## config.mk

```make
export PLATFORM = sky130hd
export DESIGN_NAME = mem_port_arbiter
export DESIGN_NICKNAME = d
export VERILOG_FILES = /design/src/rtl/mem_port_arbiter_pkg.sv /design/src/rtl/mem_port_arbiter_pick.sv /design/src/rtl/mem_port_arbiter.sv
export SDC_FILE = /design/constraint.sdc
export NUM_CORES = 1
export LEC_CHECK = 0
export CAP_MARGIN = 5
export CORE_ASPECT_RATIO = 1.1
export CORE_MARGIN = 2
export CORE_UTILIZATION = 31
export DETAILED_ROUTE_END_ITERATION = 12
export PLACE_DENSITY = 0.75
export SLEW_MARGIN = 10
export SYNTH_ARGS = -nofsm -noshare
export SYNTH_HDL_FRONTEND = slang
export SYNTH_SLANG_ARGS = --single-unit
```

## constraint.sdc

```tcl
create_clock -name clk -period 1.5 [get_ports clk]
set_input_delay 0.225 -clock clk [delete_from_list [all_inputs] [get_ports clk]]
set_output_delay 0.225 -clock clk [all_outputs]
set_load 0.01 [all_outputs]
```

## src/rtl/mem_port_arbiter_pkg.sv

```systemverilog
// Shared types for the memory port arbiter.
// Default widths apply when the core build does not define them.
`ifndef CPU_ADDR_BITS
`define CPU_ADDR_BITS 32
`endif
`ifndef DWIDTH
`define DWIDTH 32
`endif

package mem_port_arbiter_pkg;

  typedef enum logic [1:0] {
    ST_IDLE,
    ST_ISSUE,
    ST_WAIT
  } arb_state_e;

  typedef enum logic {
    OWN_IF,
    OWN_D
  } owner_e;

  localparam int unsigned STARVE_LIMIT_DEF = 4;

endpackage

```

## src/rtl/mem_port_arbiter_pick.sv

```systemverilog
// Winner selection for the shared memory port, with a saturating
// count of data grants taken while fetch was waiting.
module arb_starve_pick
  import mem_port_arbiter_pkg::*;
#(
  parameter int unsigned STARVE_LIMIT = STARVE_LIMIT_DEF
) (
  input  logic clk,
  input  logic rst,
  input  logic if_valid_i,
  input  logic d_valid_i,
  input  logic grant_i,
  output logic pick_d_o
);

  localparam logic [3:0] LIM = 4'(STARVE_LIMIT);

  logic [3:0] cnt_q, cnt_d;
  logic       starved;

  assign starved  = if_valid_i && (cnt_q == LIM);
  assign pick_d_o = d_valid_i && !starved;

  always_comb begin
    cnt_d = cnt_q;
    if (grant_i) begin
      if (!pick_d_o) begin
        cnt_d = '0;
      end else if (if_valid_i && (cnt_q != LIM)) begin
        cnt_d = cnt_q + 4'd1;
      end
    end
  end

  always_ff @(posedge clk or negedge rst) begin
    if (!rst) begin
      cnt_q <= '0;
    end else begin
      cnt_q <= cnt_d;
    end
  end

endmodule

```

## src/rtl/mem_port_arbiter.sv

```systemverilog
// Shares one memory port between fetch and load/store; one
// transaction outstanding, fetch responses can be killed.
module mem_port_arbiter
  import mem_port_arbiter_pkg::*;
#(
  parameter int unsigned ADDR_W       = `CPU_ADDR_BITS,
  parameter int unsigned DATA_W       = `DWIDTH,
  parameter int unsigned STARVE_LIMIT = STARVE_LIMIT_DEF
) (
  input  logic                clk,
  input  logic                rst,
  input  logic                if_req_valid,
  output logic                if_req_ready,
  input  logic [ADDR_W-1:0]   if_req_addr,
  input  logic                if_kill,
  output logic                if_resp_valid,
  output logic [DATA_W-1:0]   if_resp_data,
  input  logic                d_req_valid,
  output logic                d_req_ready,
  input  logic [ADDR_W-1:0]   d_req_addr,
  input  logic [DATA_W-1:0]   d_req_wdata,
  input  logic [DATA_W/8-1:0] d_req_wmask,
  output logic                d_resp_valid,
  output logic [DATA_W-1:0]   d_resp_data,
  output logic                mem_req_valid,
  input  logic                mem_req_ready,
  output logic [ADDR_W-1:0]   mem_req_addr,
  output logic [DATA_W-1:0]   mem_req_wdata,
  output logic [DATA_W/8-1:0] mem_req_wmask,
  input  logic                mem_resp_valid,
  input  logic [DATA_W-1:0]   mem_resp_data
);

  arb_state_e          state_q, state_d;
  owner_e              owner_q, owner_d;
  owner_e              winner;
  logic                kill_q, kill_d;
  logic [ADDR_W-1:0]   addr_q, addr_d;
  logic [DATA_W-1:0]   wdata_q, wdata_d;
  logic [DATA_W/8-1:0] wmask_q, wmask_d;
  logic                pick_d, grant, idle;

  arb_starve_pick #(
    .STARVE_LIMIT(STARVE_LIMIT)
  ) u_pick (
    .clk       (clk),
    .rst       (rst),
    .if_valid_i(if_req_valid),
    .d_valid_i (d_req_valid),
    .grant_i   (grant),
    .pick_d_o  (pick_d)
  );

  assign idle   = (state_q == ST_IDLE);
  assign winner = pick_d ? OWN_D : OWN_IF;

  assign if_req_ready = idle && (winner == OWN_IF) && rst;
  assign d_req_ready  = idle && (winner == OWN_D) && rst;
  assign grant = (if_req_valid && if_req_ready)
              || (d_req_valid && d_req_ready);

  always_comb begin
    state_d = state_q;
    owner_d = owner_q;
    kill_d  = kill_q;
    addr_d  = addr_q;
    wdata_d = wdata_q;
    wmask_d = wmask_q;
    unique case (state_q)
      ST_IDLE: begin
        if (grant) begin
          state_d = ST_ISSUE;
          owner_d = winner;
          kill_d  = 1'b0;
          if (winner == OWN_D) begin
            addr_d  = d_req_addr;
            wdata_d = d_req_wdata;
            wmask_d = d_req_wmask;
          end else begin
            addr_d  = if_req_addr;
            wdata_d = '0;
            wmask_d = '0;
          end
        end
      end
      ST_ISSUE: if (mem_req_ready) state_d = ST_WAIT;
      ST_WAIT:  if (mem_resp_valid) state_d = ST_IDLE;
      default:  state_d = ST_IDLE;
    endcase
    // A redirect only matters while a fetch is in flight.
    if (!idle && (owner_q == OWN_IF) && if_kill) begin
      kill_d = 1'b1;
    end
  end

  always_ff @(posedge clk or negedge rst) begin
    if (!rst) begin
      state_q <= ST_IDLE;
      owner_q <= OWN_IF;
      kill_q  <= 1'b0;
      addr_q  <= '0;
      wdata_q <= '0;
      wmask_q <= '0;
    end else begin
      state_q <= state_d;
      owner_q <= owner_d;
      kill_q  <= kill_d;
      addr_q  <= addr_d;
      wdata_q <= wdata_d;
      wmask_q <= wmask_d;
    end
  end

  assign mem_req_valid = (state_q == ST_ISSUE);
  assign mem_req_addr  = addr_q;
  assign mem_req_wdata = wdata_q;
  assign mem_req_wmask = wmask_q;

  assign if_resp_valid = (state_q == ST_WAIT) && (owner_q == OWN_IF)
                      && mem_resp_valid && !kill_q && !if_kill;
  assign d_resp_valid  = (state_q == ST_WAIT) && (owner_q == OWN_D)
                      && mem_resp_valid;
  assign if_resp_data  = mem_resp_data;
  assign d_resp_data   = mem_resp_data;

endmodule

```

==> results.cfg <==
[run_status]
status = finished with violations
violations = negative hold slack, negative setup slack

[finish]
design_area_um2 = 6140
n_fill_cell = 1154
area_growth_pct = 54.2
nets = 620
drive_gt1_share_pct = 15.1

[critical_path]
crit_type = reg2reg
required_ps = 1760
max_stage_delay_ps = 380
cp_max_fo = 23
critPathBufInv = 3
critPathLaunch = u_pick.cnt_q[1]$_DFFE_PN0P_
cpMaxStageDelayCell = dfrtp_1
arrival_ps = 1980
critPathLaunchType = flop
r2r_start = u_pick.cnt_q[1]$_DFFE_PN0P_
critical-path-top-delay-family = buffers and inverters
crit_path_end_kind = flop
crit_chain = inv_2 -> ha_4 -> nand4b_1 -> buf_6 -> a21boi_4 -> buf_12 -> o221a_1

[yosys]
synthArstFlopShare_pct = 100
synth_cells = 344
synth_flop_cell = dfrtp_1
ys_warn_count = 0
synth_edf_count = 0
avgSynthCellArea_um2 = 11.6
synthesis.nets = 485
syn_area_um2 = 3980
synth_seq_cells = 76
synthDistinctLibCells = 29
yosysSeqAreaShare_pct = 47.8

[pwr]
ir_drop_uv = 901
p_comb_share_pct = 46.9
switching_power_mw = 3.49
cellPowerDensity_nw_per_um2 = 1830
p_clk_share_pct = 20.6
seqPwrFrac_pct = 32.5
p_leak_nw = 2.59
p_int_mw = 7.71
power_switching_share_pct = 31.2

[routing]
drc_errors = 0
ant_nets = 0
drtIter0Drc = 133
via_per_inst = 5.12
first_pass_iters = 4
post_drt_wl_per_cell_um = 19.2
vias = 3284
drt_wl_total_um = 12300

[timing]
slew_headroom_pct = 64.3
rsz0062_at_grt = yes
finalSetupViolCount = 73
drv_slew = 0
fin_skew_ps = 10.6
worst_slew_pin_slew_ps = 535
fmax_mhz = 581
timing.hold.ws_ps = -63.7
fin_crit_sh_pct = 115
final_hold_viol_count = 31
timing.final.crit_period_ps = 1720
tns_ps = -10610
layout_setup_ws_ps = -220

[clock_network]
root_buffer = clkbuf_16
cts_inserted_buffers = 9
cts-htree-levels = 3
cts.sinks = 76
clk_path_buf_depth = 2
worst_skew_pair.late_latency_ps = 330
clkTransAtPathRegs_ps = 60
cts_tree = built

[floorplan]
die-area_um2 = 13800
ioPinCount = 276
core-area_um2 = 12600
die_y_um = 123
die_w_um = 112
rows = 43
start_util_pct = 31.6

[global_routing]
grt_max_degree = 46
grt_use_total_pct = 17.2
grt_pass1_wl_um = 18200
grt_overflow_total = 0
antenna_found_initial = 0
grt_pass1_vias = 3355

[placement]
hpwl_um = 9050
gp_congestion = 0.833
place_area_um2 = 5550
io_buffers = 179

[flow_run]
max_cap_violations = 0

[min_path]
hold_class = in2async
## layout by cell type, fill, tap and decap left out, types with 2 or more instances in the layout
master	synthesis	layout
nand2_1	5	4
a31oi_1	2	2
nand2b_1	34	33
buf_2	11	5
buf_4	65	24
dlygate4sd2_1	0	7
inv_2	0	3
bufinv_16	0	2
a22o_1	37	37
and3_1	2	2
clkbuf_16	0	10
clkdlybuf4s50_1	0	148
buf_6	5	8
dfrtp_1	76	75
o21ai_1	4	2
dlymetal6s2s_1	0	17
nand4b_1	33	33
a21o_1	2	2
inv_1	8	5
o22ai_1	2	2
nand3_1	2	2
buf_12	0	6
o221a_1	32	32
## registers in the layout, indices dropped and copies added (netlist names)
register       flops
kill_q             1
mem_req_addr      32
mem_req_wdata     32
mem_req_wmask      4
owner_q            1
state_q            2
u_pick.cnt_q       4
## power groups by stage
stage	combinational (mW)	clock [mW]	sequential [mW]
CTS	5.27	2.39	3.64
global route	5.62	2.49	3.75
finish	5.25	2.31	3.64
floorplan	1.88	0	4.03
detailed placement	4.97	0	3.66
global placement	4.87	0	3.63
## cell usage after synthesis, types with 4 or more instances
library cell	count	share of area (%)
buf_4	65	12
o221a_1	32	9.1
o21ai_1	4	0.50
nand4b_1	33	7.3
inv_1	8	0.75
dfrtp_1	76	48
buf_1	4	0.38
nand2_1	5	0.47
a22o_1	37	8.1
buf_2	11	1.4
buf_6	5	1.4
nand2b_1	34	5.3
clkbuf_1	8	0.75
## routing by layer
metal | GRT usage (%) | part of all wire [%] | routed length, um | up-vias
met5 | 0 | 0 | 0 | -
met4 | 7.39 | 2.6 | 318 | 0
met3 | 6.67 | 11 | 1320 | 30
met2 | 30.5 | 50 | 6110 | 225
met1 | 18.2 | 37 | 4550 | 1542
li1 | - | - | - | 1487
## repair_timing
| item | in CTS | in global routing |
|---|---|---|
| resized for setup | 47 | 27 |
| buffers inserted | 10 | 4 |
| setup endpoints to repair | 86 | 93 |
| hold endpoints to repair | 31 | 31 |
| cloned | 2 | 0 |
| pin swaps | 9 | 5 |
## worst register-to-register path: stages, from the launching register on
cell      delay [ps]
dfrtp_1          380
inv_2             60
ha_4             150
nand4b_1         170
buf_6            240
a21boi_4         280
buf_12           180
o221a_1          190
## final cells by class
cell class                      instances  area (um2)  area share (%)
Timing Repair Buffer                  217        2230            36.3
Sequential cell                        76        1900            31.0
Multi-Input combinational cell        167        1460            23.7
Clock buffer                           10         239            3.89
Tap cell                              157         196            3.20
Clock inverter                          5        85.1            1.39
Inverter                                8        30.0           0.489
Antenna cell                            1        2.50          0.0407
## cells by family after synthesis
logic type | synth area share, %
buffers and inverters | 16.9
and+or+nand+nor | 15.3
adders and majority gates | 0.628
AOI/OAI and AO/OA | 19.4
DFF | 47.8
## worst paths after layout
path / endpoint / slack [ps] / depth (start not counted)
min in group clk: u_pick.cnt_q[1]$_DFFE_PN0P_ / 230 / 3
min reg2reg: mem_req_wdata[3]$_DFFE_PN0P_ / 500 / 1
max in group asynchronous: mem_req_addr[4]$_DFFE_PN0P_ / 670 / 3
max reg2reg: mem_req_addr[23]$_DFFE_PN0P_ / -220 / 7
min: mem_req_wdata[6]$_DFFE_PN0P_ / -60 / 2
max: mem_req_addr[23]$_DFFE_PN0P_ / -220 / 7
## through the flow
stage	utilization, %	power [mW]	std cells	worst slack (ps)	hold WS [ps]
global placement	44.1	8.50	613	-363	282
floorplan	-	5.91	344	8.00	-70.6
finish	48.8	11.2	641	-220	-63.7
global route	48.8	11.9	640	-333	-37.8
CTS	47.9	11.3	636	-202	-57.0
detailed placement	44.1	8.63	613	-385	300
(Power assumes the default switching activity.)
